[src/rtl/alu.sv]
`default_nettype none
// ============================================================================
//  Module      : alu
//  Description : 16-bit execute-stage ALU for the pipelined MIPS datapath.
//                Eight operations selected by aluCnt; result and zero flag are
//                registered at the stage boundary (1-cycle latency).
//  Revision    : 1.0 - initial release
// ============================================================================
module alu (
    input  logic        clk,
    input  logic        rst,
    input  logic [15:0] in1,
    input  logic [15:0] in2,
    input  logic [2:0]  aluCnt,
    output logic [15:0] aluResult,
    output logic        zero
);

    localparam logic [2:0] c_OP_ADD = 3'd0;
    localparam logic [2:0] c_OP_SUB = 3'd1;
    localparam logic [2:0] c_OP_NOT = 3'd2;
    localparam logic [2:0] c_OP_SL  = 3'd3;
    localparam logic [2:0] c_OP_SR  = 3'd4;
    localparam logic [2:0] c_OP_AND = 3'd5;
    localparam logic [2:0] c_OP_OR  = 3'd6;
    localparam logic [2:0] c_OP_SLT = 3'd7;

    logic [15:0] w_result;
    logic        w_shift_oor;
    logic [15:0] w_shl;
    logic [15:0] w_shr;
    logic        w_lt_signed;
    logic [15:0] r_result;
    logic        r_zero;

    // Any shift amount of 16 or more clears every bit, so only the low nibble
    // drives the shifter and the upper bits force a zero result.
    assign w_shift_oor = |in2[15:4];
    assign w_shl       = w_shift_oor ? 16'h0000 : (in1 << in2[3:0]);
    assign w_shr       = w_shift_oor ? 16'h0000 : (in1 >> in2[3:0]);
    assign w_lt_signed = ($signed(in1) < $signed(in2));

    always_comb begin
        w_result = 16'h0000;
        case (aluCnt)
            c_OP_ADD: w_result = in1 + in2;
            c_OP_SUB: w_result = in1 - in2;
            c_OP_NOT: w_result = ~in1;
            c_OP_SL:  w_result = w_shl;
            c_OP_SR:  w_result = w_shr;
            c_OP_AND: w_result = in1 & in2;
            c_OP_OR:  w_result = in1 | in2;
            c_OP_SLT: w_result = {15'd0, w_lt_signed};
            default:  w_result = 16'h0000;
        endcase
    end

    // Zero is computed from the same next value so both outputs stay coherent.
    always_ff @(posedge clk) begin
        if (rst) begin
            r_result <= 16'h0000;
            r_zero   <= 1'b1;
        end else begin
            r_result <= w_result;
            r_zero   <= (w_result == 16'h0000);
        end
    end

    assign aluResult = r_result;
    assign zero      = r_zero;

endmodule
`default_nettype wire

[config.mk]
export PLATFORM = sky130hd
export DESIGN_NAME = alu
export DESIGN_NICKNAME = d
export VERILOG_FILES = /design/src/rtl/alu.sv
export SDC_FILE = /design/constraint.sdc
export NUM_CORES = 1
export LEC_CHECK = 0
export CORE_ASPECT_RATIO = 0.75
export CORE_UTILIZATION = 30
export CTS_BUF_LIST = sky130_fd_sc_hd__clkbuf_16
export DETAILED_ROUTE_END_ITERATION = 16
export HOLD_SLACK_MARGIN = 0.1
export MAX_ROUTING_LAYER = met4
export SLEW_MARGIN = 15
export SYNTH_ARGS = -nofsm -noshare
export SYNTH_HDL_FRONTEND = slang
export SYNTH_SLANG_ARGS = --single-unit
[constraint.sdc]
create_clock -name clk -period 5.15 [get_ports clk]
set_input_delay 1.03 -clock clk [delete_from_list [all_inputs] [get_ports clk]]
set_output_delay 1.03 -clock clk [all_outputs]
set_load 0.01 [all_outputs]
# Yosys cells after proc, flatten, opt, wreduce, memory -nomap -nowiden
# Cells that the tools add are included.
[classes] bitwise_logic=3 n_shift=2 n_eq_ne=7 reduce_logical=3 mux=3 order_cmp=1 n_addsub=2
[ops] operator="$pmux W16 S8" n=1
[ops] operator="$mux W16" n=2
[ops] operator="$add A16 B16 Y16" n=1
[ops] operator="$and A16 B16 Y16" n=1
[ops] operator="$logic_not A16 Y1" n=1
[ops] operator="$lt A16 B16 Y1" n=1
[ops] operator="$not A16 Y16" n=1
[ops] operator="$or A16 B16 Y16" n=1
[ops] operator="$shl A16 B4 Y16" n=1
[ops] operator="$shr A16 B4 Y16" n=1
[ops] operator="$sub A16 B16 Y16" n=1
[ops] operator="$eq A3 B3 Y1 const B" n=4
[ops] operator="$reduce_or A12 Y1" n=1
[ops] operator="$eq A3 B2 Y1 const B" n=2
[ops] operator="$eq A3 B1 Y1 const B" n=1
[ops] operator="$logic_not A3 Y1" n=1
[totals] wordCells=23 input_bits=37 register_bits=17

# Longest topological paths before layout
# Gate-level depths: netlist of run 1.
[depth] ltp_word=4 ltp_mapped=14 depth_no_buf=12

# Worst setup path after synthesis of run 1
# Ideal clock, no wire load.
[synth_path] path_type="in2reg" from="input in2[2]" to="register r_zero, in the netlist zero" n_path_buf=3 arrival_ps=4080 stages=14 required_time_ps=5054 path_slack_ps=974 path_cell_list="clkbuf_1 > inv_1 > clkbuf_1 > ha_1 > buf_6 > nor2b_1 > o31a_1 > o31a_1 > o41ai_2 > nand2b_1 > or4b_1 > o31ai_1 > nand3_2 > o41ai_2"
[synth_via] elab_chain_cells=4 elab_cells_between_ends=11 cone_classes="add/sub: 2; order compare: 1; shift: 2; mux: 3; bitwise: 2; reduce/logical: 1"
[synth_lines] element="from (decl)" line="13" text="input logic [15:0] in2,"
[synth_lines] element="branches (longest 2 deep; another with $sub A16 B16 Y16)"
[synth_lines] element="$pmux W16 S8 (*)" line="45" text="case (aluCnt)"
[synth_lines] element="$logic_not A16 Y1 (*)" line="65" text="r_zero <= (w_result == 16'h0000);"
[synth_lines] element="to (signal assigned)" line="65"
[synth_lines] element="to (decl)" line="34" text="logic r_zero;"
# Every way passes the cells marked *.
# A chain may end at the register's enable or synchronous reset.

# Worst setup path after layout of run 1
[layout_path] from="input in1[1]" to="register r_zero, in the netlist zero"
[layout_via] elab_chain_cells=4 elab_cells_between_ends=12 cone_classes="add/sub: 2; order compare: 1; shift: 2; mux: 3; bitwise: 3; reduce/logical: 1"
[layout_lines] element="from (decl)" line="12" text="input logic [15:0] in1,"
[layout_lines] element="branches (longest 2 deep; another with $sub A16 B16 Y16)"
[layout_lines] element="$pmux W16 S8 (*)" line="45"
[layout_lines] element="$logic_not A16 Y1 (*)" line="65"
# Marked as above.

==> results of run 1 <==
## cell type report
class                      count  area (um2)
tap                          200       250.2
fill                        1568        9225
multi-input combinational    478        3790
clock buffer                   3       75.07
clock inverter                 1       7.507
inverter                      48       180.2
timing repair buffer          72       680.7
sequential                    17       340.3
## registers in the layout, summed over array words and instances, names as in the netlist
name,cells
aluResult,16
zero,1
## final timing paths
path	start	cells past startpoint	to	slack, ns
setup / recovery	in1[1]	11	zero	0.78
hold / removal	rst	2	aluResult[8]	1.69
## kinds of logic after synthesis
family | share of synthesized area
AO/OA/AOI/OAI | 0.3029
XOR/XNOR | 0.009743
adder cells (fa/ha/maj) | 0.1453
buffers and inverters | 0.08101
flip-flops | 0.07572
multiplexers | 0.1743
AND/OR/NAND/NOR | 0.2110
## routing by layer
layer / wire length, um / up-vias / global-route usage / share of wire
li1: - / 2297 / - / -
met1: 8144 / 2345 / 0.3389 / 0.47
met2: 7113 / 269 / 0.3383 / 0.41
met3: 1585 / 26 / 0.04030 / 0.092
met4: 376 / 0 / 0.04483 / 0.022
met5: 0 / - / - / 0
## per-stage QoR
stage            util  cells  setup slack, ns   power, W  hold slack, ns
6_report       0.3659    819           0.7769  0.0007980           1.686
4_1_cts        0.3659    819           0.8425  0.0007927           1.702
2_1_floorplan       -    582           0.9742  0.0004605           1.296
5_1_grt        0.3659    819           0.5460  0.0008499           1.760
3_3_place_gp   0.3603    815           0.6437  0.0006314           1.769
3_5_place_dp   0.3603    815           0.5804  0.0006311           1.767
## cell usage in the layout (no fill, tap or decap), types with 4 or more instances in the layout
| master | netlist | final |
|---|---|---|
| o21bai_1 | 5 | 5 |
| o21a_1 | 5 | 5 |
| a22oi_1 | 11 | 11 |
| or3_1 | 4 | 4 |
| mux2_2 | 11 | 11 |
| nor3b_1 | 6 | 6 |
| clkdlybuf4s50_1 | 0 | 52 |
| dfxtp_1 | 17 | 17 |
| nand2_1 | 32 | 32 |
| a221o_1 | 5 | 5 |
| or4_1 | 4 | 4 |
| or2_2 | 4 | 4 |
| inv_1 | 45 | 45 |
| nor3_1 | 19 | 19 |
| buf_4 | 1 | 18 |
| nand3_1 | 15 | 15 |
| a21o_1 | 5 | 5 |
| nand4_1 | 6 | 6 |
| o211ai_1 | 9 | 9 |
| a21oi_1 | 42 | 42 |
| a211oi_1 | 5 | 5 |
| a31oi_1 | 9 | 9 |
| o22ai_1 | 11 | 11 |
| mux4_2 | 21 | 21 |
| nand2b_1 | 7 | 7 |
| nor2b_1 | 10 | 10 |
| nor2_1 | 52 | 52 |
| xnor2_1 | 5 | 5 |
| mux2i_1 | 16 | 16 |
| o31ai_1 | 8 | 8 |
| o31a_1 | 5 | 5 |
| ha_1 | 49 | 49 |
| a221oi_1 | 7 | 7 |
| o21ai_0 | 22 | 22 |
## power by group
group	internal, W	switching, W
clock network	0.000105	0.0000532
registers	0.000144	0.00000331
logic	0.000209	0.000284
total	0.000457	0.000341
==> metrics.md, run 1 <==
| Metric | Value |
|---|---|
| Critical Path Sink Type | `flip-flop` |
| Crit path largest cell delay | `~0.66 ns` |
| Hold WC Path Type | `in -> reg` |
| Final Cell Area | `~5300 um2` |
| ANT nets after route | `0` |
| Final GP Congestion | `0.9500` |
| Setup Buffers After CTS | `0` |
| VDD IR max | `about 0.13 mV` |
| RSZ-0062 raised after global routing | `no` |
| Mapped Cells | `582` |
| Top cell family by delay on the critical path | `compound AO/OA/AOI/OAI gates` |
| Synthesis warning total | `0` |
| Starting Density | `0.3089` |
| H-tree depth | `1` |
| Clock-pin slew on the worst setup and hold paths | `about 0.050 ns` |
| Diode count | `0` |
| Number of cell rows | `38` |
| Sequential fraction of the synthesis area | `0.07572` |
| Outcome | `finished clean` |
| Synth area leader | `ha_1` |
| Core Area | `roughly 15000 um2` |
| CTS Hold Bufs | `0` |
| Mean Syn Cell Area | `roughly 7.7 um2` |
| Clk sinks | `17` |
| CP max FO | `9` |
| Area Growth Syn to Fin | `18.46%` |
| Max-slew violation count | `0` |
| Fraction of layout cells with a size suffix above 1 | `0.1195` |
| Setup Total Neg Slack | `0 ns` |
| Max Freq | `approximately 0.23 GHz` |
| Fin crit period | `between 4 and 5 ns` |
| Post-synthesis cell area | `~4500 um2` |
| Arrival time worst endpoint | `~4.5 ns` |
| Cell Area, Placed | `5241 um2` |
| Vias per cell | `between 6 and 7` |
| Area contributors post-synth | `ha_1, mux4_2, dfxtp_1` |
| Unique cell type count in the Yosys netlist | `81` |
| Leading post-synthesis cells by instance count | `nor2_1, ha_1, inv_1, a21oi_1, nand2_1` |
| Fin crit share | `0.8491` |
| Die Height | `approximately 110 um` |
| Cell leakage power | `2.097 nW` |
| CTS Buffer Depth | `2` |
| Req. time, crit path | `5.31 ns` |
| MaxCap Viol Count | `0` |
| Initial antenna violation count | `0` |
| Worst path slowest cell | `clkdlybuf4s50_1` |
| Final Net Count | `between 700 and 800` |
| Area of the die | `~15000 um2` |
| Most frequent cell after synthesis | `nor2_1` |
| Root Driver | `clkbuf_16` |
| P per Cell Area | `149.9 nW/um2` |
| Vias in the first global route | `between 4000 and 5000` |
| Main synth FF type | `dfxtp_1` |
| CTS tree | `built` |
| Largest net degree at the start of global routing | `42` |
| CP Buf/Inv Count | `2` |
| # resized after CTS | `0` |
| Remaining Overflow, GRT | `0` |
| Wirelength per Cell | `between 20 and 25 um` |
| # DRC | `0` |
| TritonCTS buffer count | `3` |
| Post-synthesis register bit count | `17` |
| Worst-Margin Slew | `about 0.9 ns` |
| Final hold viol count | `0` |
| Via Count | `4937` |
| Headroom to the max-slew limit | `0.3991` |
| I/O Buffers | `53` |
| Total GRT Usage | `0.2341` |
| Setup CP Type | `in -> reg` |
| Fraction of registers with async set/reset | `0` |
| DP Wirelength | `about 14 mm` |
| Drt pass-1 iters | `5` |
| # setup viols final | `0` |
| Routed WL | `around 17 mm` |
| Area share of the largest cell type after synthesis | `0.1364` |
| # IOs | `54` |
| 1st-iter DRT viols | `around 570` |
| Startpoint type of the worst setup path | `primary input` |
| Post-synth EDFFs | `0` |
| First-pass GRT wire length | `roughly 27 mm` |
| Die width | `~140 um` |
| Cell Chain, Critical Path | `clkdlybuf4s50_1 -> inv_1 -> ha_1 -> nor3_1 -> o31ai_1 -> a311oi_1 -> or3b_2 -> a221o_1 -> a21oi_1 -> nand3_2 -> o41ai_2` |
| Syn nets | `670` |
Power figures use the tool's default switching activity.
==> run 2: changes to the inputs <==
clock period = 4.5 ns   (was 5.15 ns; I/O delays follow)
==> run 2 against run 1 <==
Die area unchanged; combinational power increased by 19%; non-clock buffer count up 25; sequential power increased by 14%; power grew 18%; largest power group unchanged; first-iteration DRC count decreased by 1.7%; critical path depth rose by 1; via count is 2.7% higher; final cell count is 3.1% higher; utilization rose by 1.3 points; sequential share of layout area decreased by 0.22 points; design area is 3.5% higher.
==> metrics.md, run 2 (synthesis gave the netlist of run 1 again) <==
| Metric | Value |
|---|---|
| TritonCTS buffer count | `3` |
| FILL cells | `between 1500 and 2000` |
| # setup viols final | `0` |
| Gate power share | `0.624` |
| MaxCap Viol Count | `0` |
| RSZ-0062 raised after global routing | `no` |
| CTS Buffer Depth | `2` |
| Most frequent cells in the layout | `nor2_1, clkdlybuf4s50_1, ha_1` |
| Area Growth Syn to Fin | `22.63%` |
| Vias per cell | `around 6` |
| Headroom to the max-slew limit | `0.3822` |
| Wirelength per Cell | `21.40 um` |
| Hold WC Path Type | `in -> reg` |
| Final GP Congestion | `between 0.9 and 1` |
| # DRC | `0` |
| Multi-input logic area | `between 3000 and 4000 um2` |
| Die Height | `between 100 and 150 um` |
| I/O Buffers | `53` |
| Starting Density | `0.3089` |
| Initial antenna violation count | `0` |
| Total GRT Usage | `0.2442` |
| Diode count | `0` |
| Fin crit share | `0.9272` |
| Sw power | `between 0.0004 and 0.0005 W` |
| Flop pwr share | `0.179` |
| P per Cell Area | `between 150 and 200 nW/um2` |
| Vias in the first global route | `between 4000 and 5000` |
| Final hold viol count | `0` |
| Req. time, crit path | `between 4 and 5 ns` |
| Cell Area, Placed | `5429 um2` |
| VDD IR max | `0.09341 mV` |
| Die width | `143.3 um` |
| First-pass GRT wire length | `27.72 mm` |
| CP max FO | `36` |
| ANT nets after route | `0` |
| Arrival time worst endpoint | `roughly 4.3 ns` |
| Setup Buffers After CTS | `0` |
| Core Area | `14550 um2` |
| Clk sinks | `17` |
| Final Net Count | `approximately 730` |
| Routed WL | `~18 mm` |
| Setup CP Type | `in -> reg` |
| Number of cell rows | `38` |
| Clock Power Share | `0.197` |
| Area of the die | `around 15000 um2` |
| Fin crit period | `4.172 ns` |
| Critical Path Sink Type | `flip-flop` |
| Drt pass-1 iters | `5` |
| Remaining Overflow, GRT | `0` |
| Cell leakage power | `2.217 nW` |
| Root Driver | `clkbuf_16` |
| Hold Worst Slack | `1.583 ns` |
| # IOs | `54` |
| CTS Hold Bufs | `0` |
| Seq. cell area | `approximately 340 um2` |
| Max-slew violation count | `0` |
| Startpoint type of the worst setup path | `primary input` |
| 1st-iter DRT viols | `roughly 560` |
| Sw frac | `0.4260` |
| Worst-Margin Slew | `0.9232 ns` |
| H-tree depth | `1` |
| Max FFs per register | `16` |
| Fraction of layout cells with a size suffix above 1 | `0.1537` |
| # resized after CTS | `0` |
| Max Freq | `around 0.24 GHz` |
| CTS tree | `built` |
| Setup Total Neg Slack | `0 ns` |
| Final Cell Area | `about 5500 um2` |
| Clock-pin slew on the worst setup and hold paths | `roughly 0.06 ns` |
| DP Wirelength | `14.65 mm` |
| Outcome | `finished clean` |
| Via Count | `slightly above 5000` |
| Power Internal | `roughly 0.00054 W` |
| Largest net degree at the start of global routing | `37` |
run 2: changes by cell type in the layout (fill, tap and decap cells not counted):
cell / before / now
buf_4: 18 / 43
run 2: path summary, 6_finish.rpt:
kind                from            end  slack, ns  depth (start not counted)
hold / removal       rst  aluResult[11]       1.58                          2
setup / recovery  in2[0]           zero       0.33                         12
run 2: cell type report:
| class | instances | area share |
|---|---|---|
| clock buffer | 3 | 0.01362 |
| clock inverter | 1 | 0.001362 |
| inverter | 48 | 0.03269 |
| multi-input combinational | 478 | 0.6876 |
| sequential | 17 | 0.06175 |
| tap | 200 | 0.04540 |
| timing repair buffer | 97 | 0.1575 |
run 2: worst max-delay path, cell delays in order:
cell,delay [ns]
clkdlybuf4s50_1,0.56
buf_12,0.25
mux4_1,0.66
nor2_1,0.20
a211o_1,0.15
a31oi_1,0.14
o21ai_0,0.31
buf_4,0.18
nand4_1,0.12
nor3b_1,0.32
nand4_1,0.19
o41ai_2,0.33
run 2: per-layer routing:
layer / track usage / wire, um / vias to the layer above
met5: - / 0 / -
met2: 0.3488 / 7464 / 245
met1: 0.3609 / 8723 / 2463
met4: 0.04027 / 301 / 0
li1: - / - / 2344
met3: 0.03942 / 1574 / 20
run 2: stage by stage:
step / worst slack [ns] / instances / util / power, W
after global routing: 0.1591 / 844 / 0.3788 / 0.001001
after floorplan: 0.4542 / 582 / - / 0.0005271
final: 0.3276 / 844 / 0.3788 / 0.0009398
after global placement: 0.1908 / 840 / 0.3732 / 0.0007410
after CTS: 0.3888 / 844 / 0.3788 / 0.0009361
after detailed placement: 0.1292 / 840 / 0.3732 / 0.0007442
run 2: power by group through the flow:
stage                     logic, W  registers, W  clock network, W
after global placement    0.000570      0.000171                 0
after detailed placement  0.000573      0.000171                 0
final                     0.000587      0.000168          0.000185
after CTS                 0.000576      0.000168          0.000192
after floorplan           0.000348      0.000179                 0
after global routing      0.000633      0.000169          0.000198
